--- config.mk ---
export PLATFORM = sky130hd
export DESIGN_NAME = tlb_rd_data_route
export DESIGN_NICKNAME = d
export VERILOG_FILES = /design/src/rtl/tlb_rd_data_route_pkg.sv /design/src/rtl/tlb_rd_data_route_buf.sv /design/src/rtl/tlb_rd_data_route.sv
export SDC_FILE = /design/constraint.sdc
export NUM_CORES = 1
export LEC_CHECK = 0
export BUFFER_PORTS_ARGS = -buffer_cell sky130_fd_sc_hd__buf_2
export CORE_MARGIN = 2
export CORE_UTILIZATION = 50
export CTS_CLUSTER_SIZE = 40
export DETAILED_ROUTE_END_ITERATION = 6
export MAX_ROUTING_LAYER = met4
export PLACE_DENSITY = 0.7
export REMOVE_ABC_BUFFERS = 1
export SYNTH_ARGS = -nofsm -noshare
export SYNTH_HDL_FRONTEND = slang
export SYNTH_HIERARCHICAL = 1
export SYNTH_SLANG_ARGS = --single-unit
--- constraint.sdc ---
create_clock -name aclk -period 6.5 [get_ports aclk]
set_input_delay 1.3 -clock aclk [delete_from_list [all_inputs] [get_ports aclk]]
set_output_delay 1.3 -clock aclk [all_outputs]
set_load 0.03 [all_outputs]
--- src/rtl/tlb_rd_data_route_pkg.sv ---
// Shared types for the TLB read-data routing stage: FSM encoding and destination width.
package lynxTypes;

  localparam int RD_DEST_BITS = 4;

  typedef enum logic [0:0] {
    ST_IDLE  = 1'b0,
    ST_BURST = 1'b1
  } route_state_t;

endpackage

--- src/rtl/tlb_rd_data_route_buf.sv ---
// rd_route_buf: 2-entry per-destination output FIFO; full depends on registered count only.
module rd_route_buf #(
  parameter int DW = 64,
  parameter int KW = DW / 8
) (
  input  logic          aclk,
  input  logic          aresetn,
  input  logic          push_i,
  input  logic [DW-1:0] data_i,
  input  logic [KW-1:0] keep_i,
  input  logic          last_i,
  output logic          full_o,
  output logic [DW-1:0] m_tdata_o,
  output logic [KW-1:0] m_tkeep_o,
  output logic          m_tlast_o,
  output logic          m_tvalid_o,
  input  logic          m_tready_i
);

  logic [DW-1:0] data_q [2];
  logic [KW-1:0] keep_q [2];
  logic [1:0]    last_q;
  logic          wr_q, rd_q;
  logic [1:0]    cnt_q, cnt_d;
  logic          pop;

  assign m_tvalid_o = (cnt_q != 2'd0);
  assign full_o     = (cnt_q == 2'd2);
  assign pop        = m_tvalid_o & m_tready_i;

  assign m_tdata_o  = data_q[rd_q];
  assign m_tkeep_o  = keep_q[rd_q];
  // last is qualified so an empty slot never shows a stale end-of-burst marker
  assign m_tlast_o  = m_tvalid_o & last_q[rd_q];

  always_comb begin
    cnt_d = cnt_q;
    case ({push_i, pop})
      2'b10:   cnt_d = cnt_q + 2'd1;
      2'b01:   cnt_d = cnt_q - 2'd1;
      default: cnt_d = cnt_q;
    endcase
  end

  always_ff @(posedge aclk) begin
    if (!aresetn) begin
      for (int i = 0; i < 2; i++) begin
        data_q[i] <= '0;
        keep_q[i] <= '0;
      end
      last_q <= '0;
      wr_q   <= 1'b0;
      rd_q   <= 1'b0;
      cnt_q  <= 2'd0;
    end else begin
      if (push_i) begin
        data_q[wr_q] <= data_i;
        keep_q[wr_q] <= keep_i;
        last_q[wr_q] <= last_i;
        wr_q         <= ~wr_q;
      end
      if (pop) rd_q <= ~rd_q;
      cnt_q <= cnt_d;
    end
  end

endmodule

--- src/rtl/tlb_rd_data_route.sv ---
// Steers host read-data bursts to N_DEST buffered streams using the credit block's rd_dest.
// Optional RD_ROUTE_STATS_EN adds per-destination accepted-beat counters on stat_beats.
module tlb_rd_data_route
  import lynxTypes::*;
#(
  parameter int N_DEST         = 4,
  parameter int CRED_DATA_BITS = 64,
  parameter int AXI_DATA_BITS  = CRED_DATA_BITS
) (
  input  logic                           aclk,
  input  logic                           aresetn,
  input  logic [CRED_DATA_BITS-1:0]      s_tdata,
  input  logic [CRED_DATA_BITS/8-1:0]    s_tkeep,
  input  logic                           s_tlast,
  input  logic                           s_tvalid,
  output logic                           s_tready,
  input  logic [RD_DEST_BITS-1:0]        rd_dest,
  output logic                           rxfer,
  output logic [N_DEST*CRED_DATA_BITS-1:0]   m_tdata,
  output logic [N_DEST*CRED_DATA_BITS/8-1:0] m_tkeep,
  output logic [N_DEST-1:0]              m_tlast,
  output logic [N_DEST-1:0]              m_tvalid,
  input  logic [N_DEST-1:0]              m_tready,
  output logic                           err_dest,
  output logic                           dbg_state_o
`ifdef RD_ROUTE_STATS_EN
  ,
  output logic [N_DEST*16-1:0]           stat_beats
`endif
);

  localparam int KW = AXI_DATA_BITS / 8;
  localparam logic [RD_DEST_BITS:0] N_DEST_L = (RD_DEST_BITS + 1)'(N_DEST);

  route_state_t              state_q, state_d;
  logic [RD_DEST_BITS-1:0]   dest_q, dest_d;
  logic                      err_q, err_d;
  logic [RD_DEST_BITS-1:0]   target;
  logic                      tgt_ok;
  logic                      tgt_full;
  logic                      acc;
  logic [N_DEST-1:0]         full_v;
  logic [N_DEST-1:0]         push_v;

  // Handshake: a beat transfers on any cycle where s_tvalid && s_tready; s_tready
  // never depends on s_tvalid or m_tready, and invalid targets always drain.
  assign target   = (state_q == ST_BURST) ? dest_q : rd_dest;
  assign tgt_ok   = ({1'b0, target} < N_DEST_L);
  assign s_tready = tgt_ok ? ~tgt_full : 1'b1;
  assign acc      = s_tvalid & s_tready;
  assign rxfer    = acc;
  assign err_dest = err_q;
  assign dbg_state_o = state_q;

  always_comb begin
    tgt_full = 1'b0;
    push_v   = '0;
    for (int i = 0; i < N_DEST; i++) begin
      if (target == RD_DEST_BITS'(i)) begin
        tgt_full  = full_v[i];
        push_v[i] = acc;
      end
    end
  end

  always_comb begin
    state_d = state_q;
    dest_d  = dest_q;
    err_d   = err_q | (acc & ~tgt_ok);
    case (state_q)
      ST_IDLE: begin
        if (acc && !s_tlast) begin
          dest_d  = rd_dest;
          state_d = ST_BURST;
        end
      end
      ST_BURST: begin
        if (acc && s_tlast) state_d = ST_IDLE;
      end
      default: state_d = ST_IDLE;
    endcase
  end

  always_ff @(posedge aclk) begin
    if (!aresetn) begin
      state_q <= ST_IDLE;
      dest_q  <= '0;
      err_q   <= 1'b0;
    end else begin
      state_q <= state_d;
      dest_q  <= dest_d;
      err_q   <= err_d;
    end
  end

  for (genvar g = 0; g < N_DEST; g++) begin : g_dest
    rd_route_buf #(
      .DW(AXI_DATA_BITS),
      .KW(KW)
    ) u_buf (
      .aclk       (aclk),
      .aresetn    (aresetn),
      .push_i     (push_v[g]),
      .data_i     (s_tdata),
      .keep_i     (s_tkeep),
      .last_i     (s_tlast),
      .full_o     (full_v[g]),
      .m_tdata_o  (m_tdata[g*AXI_DATA_BITS +: AXI_DATA_BITS]),
      .m_tkeep_o  (m_tkeep[g*KW +: KW]),
      .m_tlast_o  (m_tlast[g]),
      .m_tvalid_o (m_tvalid[g]),
      .m_tready_i (m_tready[g])
    );

`ifdef RD_ROUTE_STATS_EN
    logic [15:0] stat_q;
    always_ff @(posedge aclk) begin
      if (!aresetn)       stat_q <= '0;
      else if (push_v[g]) stat_q <= stat_q + 16'd1;
    end
    assign stat_beats[g*16 +: 16] = stat_q;
`endif
  end

endmodule

**Word level (Yosys, flattened, before mapping)**

Memories as Yosys holds them, arrays and structs flattened. A register that Yosys moved wholly into a read port is not among the register bits.
Cells that the tools add are included.

- Add/subtract/negate cells: 8
- $lt $le $gt $ge: 13
- Eq/ne operators: 15
- Mux-type cells: 90
- Bitwise operators: 22
- Reductions and logical operators: 25

Operators with widths:

| operator | number |
|---|---|
| $mux W64 | 4 |
| $reduce_or A64 Y1 | 4 |
| $mux W1 | 68 |
| $mux W8 | 4 |
| $reduce_or A8 Y1 | 4 |
| $eq A2 B2 Y1 const B | 8 |
| $lt A1 B2 Y1 const B | 8 |
| $pmux W2 S2 | 4 |
| $reduce_bool A2 Y1 | 8 |
| $not A1 Y1 | 11 |
| $and A1 B1 Y1 | 10 |
| $add A2 B1 Y2 const B | 4 |
| $bwmux W2 | 4 |
| $eq A2 B1 Y1 const B | 4 |
| $eq A4 B2 Y1 const B | 2 |
| $sub A2 B1 Y2 const B | 4 |
| $logic_and A1 B1 Y1 | 6 |
| $demux W1 S1 | 4 |
| $eq A4 B1 Y1 const B | 1 |
| $ge A1 B1 Y1 const B | 4 |
| $logic_not A4 Y1 | 1 |
| $lt A4 B3 Y1 const B | 1 |
| $mux W4 | 1 |
| $pmux W1 S2 | 1 |
| 3 further kinds | 3 |

- Register bits: 30
- Bits in writable memories: 576
- Bits of input ports: 84
- Output and inout bits: 300
- Logic and storage cells: 200
- Memories kept: 8

Memories:

| name | depth | width | rd ports | clocked after memory_dff | wr ports | line | text |
|---|---|---|---|---|---|---|---|
| g_dest[0].u_buf.data_q | 2 | 64 | 1 | 1 | 2 | tlb_rd_data_route_buf.sv:20 | `logic [DW-1:0] data_q [2];` |
| g_dest[1].u_buf.data_q | 2 | 64 | 1 | 1 | 2 | tlb_rd_data_route_buf.sv:20 |  |
| g_dest[2].u_buf.data_q | 2 | 64 | 1 | 1 | 2 | tlb_rd_data_route_buf.sv:20 |  |
| g_dest[3].u_buf.data_q | 2 | 64 | 1 | 1 | 2 | tlb_rd_data_route_buf.sv:20 |  |
| g_dest[0].u_buf.keep_q | 2 | 8 | 1 | 1 | 2 | tlb_rd_data_route_buf.sv:21 | `logic [KW-1:0] keep_q [2];` |
| g_dest[1].u_buf.keep_q | 2 | 8 | 1 | 1 | 2 | tlb_rd_data_route_buf.sv:21 |  |
| +2 memories | n/a | n/a | n/a | n/a | n/a | n/a |  |

**Longest topological paths before layout**

- Word-level depth: 15
- Gate-level depth with buffers: 10
- Gate-level depth less buffers: 9

**Modules after synthesis**

The synthesis kept the hierarchy.

Modules (own cells, without submodules):

| module | times used | cells each | area each (µm²) | seq. area each (µm²) |
|---|---|---|---|---|
| rd_route_buf | 4 | 500 | 6414.9 | 4464.3 |
| tlb_rd_data_route | 1 | 41 | 390.4 | 120.1 |

**Worst setup path after synthesis**

No wires, ideal clock.

- Kind: input port to flip-flop
- Start: input rd_dest[3]
- End: memory g_dest[0].u_buf.data_q[0][0] (enable)
- Setup time: 432 ps
- Arrival: 4529 ps
- Required time: 6068 ps
- Slack: 1539 ps
- Stages: 7
- Path buffers: 2
- Cells stage by stage: o32ai_1 > nand2_1 > nor4_1 > nand2b_1 > buf_2 > buf_2 > nand2_1

RTL lines:

| element | line | text |
|---|---|---|
| start: declaration | tlb_rd_data_route.sv:17 | `input logic [RD_DEST_BITS-1:0] rd_dest,` |
| end: declaration | tlb_rd_data_route_buf.sv:20 |  |

==> run metrics <==
port bufs 383; Rel. slew slack 18.7%; cts hold-fix bufs 0; share of cells above drive strength 1 33.4%; register bit count reported by yosys 610; Peak VDD IR 0.000200 V; max-cap viol count 0; postcts setup bufs 0; worst-margin pin slew 1.22 ns; vias per inst 5.49; Final period util 65.5%; Fin Hold WS 0.464 ns; synth-to-layout area growth 16.9%; XOR/XNOR Fraction of Synth Area 0.403%; synth cell count leaders 585 x nor2_1, 576 x edfxtp_1, 319 x nand2_1; core area 51400 um^2; ys flop type edfxtp_1; Yosys cell types 30; Fillers 4109; synth top area cells edfxtp_1 66%, mux2_2 12%, nor2_1 8.4%; hpwl dp 39400 um; power density cells 295 nW/um^2; Synth Area in Compound Gates 0.725%; Hold Vio Cnt, Final 0; WP data required 6.81 ns; Synth area leader edfxtp_1; Slew Limit Fails 0; Finished Layout Cells 3109; hold endpoint dest_q[3]; cell count after synthesis 2041; GRT Residual Overflow 0; antenna-violating nets left 0; GRT Overall Usage 25.2%; fin crit period 4.26 ns; Sink Count 610; area share of and/or/nand/nor cells after synthesis 14.0%; first-pass GRT wire length 98300 um; DRC viols 0; status finished clean; CTS tree yes; clock slew at reported path FFs 0.06 ns; initial antenna violation count 1; chip width 232 um; WL final 67300 um; Hold Crit Class flop to flop; main combinational cell family by area after synthesis simple AND/OR/NAND/NOR gates; cell count after placement 2992; total CTS buffers 61; Skew-Pair Late Insertion Delay 0.62 ns; register area share after synthesis 69.0%; Worst Hold Depth 2; global placer's final weighted congestion 0.795; synthesized area 26000 um^2; vias in the first global route 16400; Worst Hold Launch dest_q[3]; Yosys warning total 6; final setup vio count 0; detailed-route via count 17100; Clock Skew 0.0180 ns; R2R depth 7; largest net degree at the start of global routing 120; area share of the largest cell type after synthesis 66.4%; maximum buffer depth of the clock tree 3; nets 2463; per-cell routed wire length 21.6 um; Starting DRT DRC Count 1577; worst reg-to-reg setup slack 2.45 ns; worst setup path category input port to flop; Final TNS setup 0 ns; crit start category input port; reg-to-reg endpoint g_dest[1].u_buf/data_q[1][24]; crit end category flop; multiplexer share of the synthesized area 13.2%; Die ar. 53900 um^2; Async SR Flop Fraction 0%; row cnt 83; Die Ht 232 um; Post-Synth Adder-Cell Area 0.192%; unrepaired setup endpoints after global routing false; Avg Cell Area, Syn 12.8 um^2; H-tree levels 2; post-cts resize count 0; Leakage Power 11.8 nW; count leader, synth nor2_1; initial core utilization 50.7%; # IOs 384; fmax 0.235 GHz; EDFF count, synth 576; Crit Path Max Fanout 60; Root Driver clkbuf_16; first drt pass iteration count 7; Critical Path AT 4.57 ns
==> sequential cells by signal, summed over array words and instances, names as in the netlist, named ones only <==
| register | cells |
|---|---|
| dest_q | 4 |
| err_dest | 1 |
| g_dest.u_buf/cnt_q | 8 |
| g_dest.u_buf/data_q | 512 |
| g_dest.u_buf/keep_q | 64 |
| g_dest.u_buf/last_q | 8 |
| g_dest.u_buf/rd_q | 4 |
| g_dest.u_buf/wr_q | 4 |
==> cell usage in the layout (no fill, tap or decap), drive strengths merged, types with 2 or more instances in the layout <==
cell | synthesis | routed
inv | 9 | 11
nand2 | 319 | 319
and2b | 4 | 4
o21a | 5 | 5
and2 | 4 | 4
nand3 | 4 | 4
nor2 | 585 | 585
bufinv | 0 | 3
mux2 | 290 | 290
mux2i | 15 | 15
buf | 93 | 405
ha | 4 | 4
or3 | 4 | 4
a21boi | 12 | 12
dfxtp | 34 | 34
xnor2 | 12 | 12
nor2b | 12 | 12
edfxtp | 576 | 576
clkinv | 0 | 25
clkinvlp | 0 | 2
clkbuf | 41 | 84
nor4 | 4 | 4
o21ai | 4 | 4
nand2b | 5 | 5
==> cells by family (layout without fill, tap and decap cells) <==
logic type                 after synthesis  count (layout)
other                                    0               1
DFF                                    610             610
muxes                                  306             306
and+or+nand+nor                        942             942
buffers and inverters                  143             530
adders and majority gates                4               4
xor gates and xnor gates                12              12
AOI/OAI and AO/OA                       24              24
==> where the power goes <==
part	leakage, nW	switching (mW)	internal [mW]	total (mW)
Combinational	4.57	0.732	0.323	1.06
Clock	0.960	1.45	1.95	3.39
Sequential	6.25	0.0932	4.46	4.55
Total	11.8	2.27	6.73	9.00
==> through the flow <==
step	setup slack (ns)	total power [mW]	util [%]	instance area, um^2
2_1_floorplan	0.482	5.29	-	25400
3_3_place_gp	1.73	5.67	55.5	28500
3_5_place_dp	1.62	5.69	55.5	28500
4_1_cts	2.30	9.06	59.2	30500
5_1_grt	2.01	9.28	59.2	30500
6_report	2.24	9.00	59.2	30500
==> critical path, cell delays in order <==
cell and delay, ns:
buf_2 0.11, o32ai_1 0.70, nand2_1 0.26, nor4_1 0.92
nand2_4 0.10, nand2_4 0.82, buf_4 0.33
==> layout make-up <==
type                    instances  area (um^2)  share of cell area (%)
flip-flops and latches        610        18000                    59.1
multi-input cells            1288         7540                    24.8
repair buffers                405         2090                    6.87
clock buffers                  84         1710                    5.60
well taps                     680          851                    2.79
clock inverters                32          234                   0.768
inverters                       9         33.8                   0.111
diodes                          1         2.50                 0.00822
==> how the worst max path moves through the flow <==
stage	start	endpoint	slack, ns	cells after the start
3_3_place_gp	rd_dest[3]	g_dest[0].u_buf/data_q[1][13]	1.73	9
4_1_cts	rd_dest[3]	g_dest[0].u_buf/data_q[1][42]	2.30	9
2_1_floorplan	rd_dest[3]	g_dest[2].u_buf/data_q[0][0]	0.48	5
5_1_grt	rd_dest[3]	g_dest[0].u_buf/data_q[1][42]	2.01	9
3_5_place_dp	rd_dest[3]	g_dest[0].u_buf/data_q[1][13]	1.62	9
6_report	rd_dest[3]	g_dest[1].u_buf/data_q[1][24]	2.24	7
==> per-layer routing <==
metal  part of all wire (%)  vias up  global-route usage [%]
met5                      0        -                       -
met4                    3.3        0                    9.11
met3                    7.6      110                    3.41
met2                     48      722                    39.7
met1                     41     8541                    33.7
li1                       -     7704                       -
No activity file was read; power rests on OpenSTA's default activity.
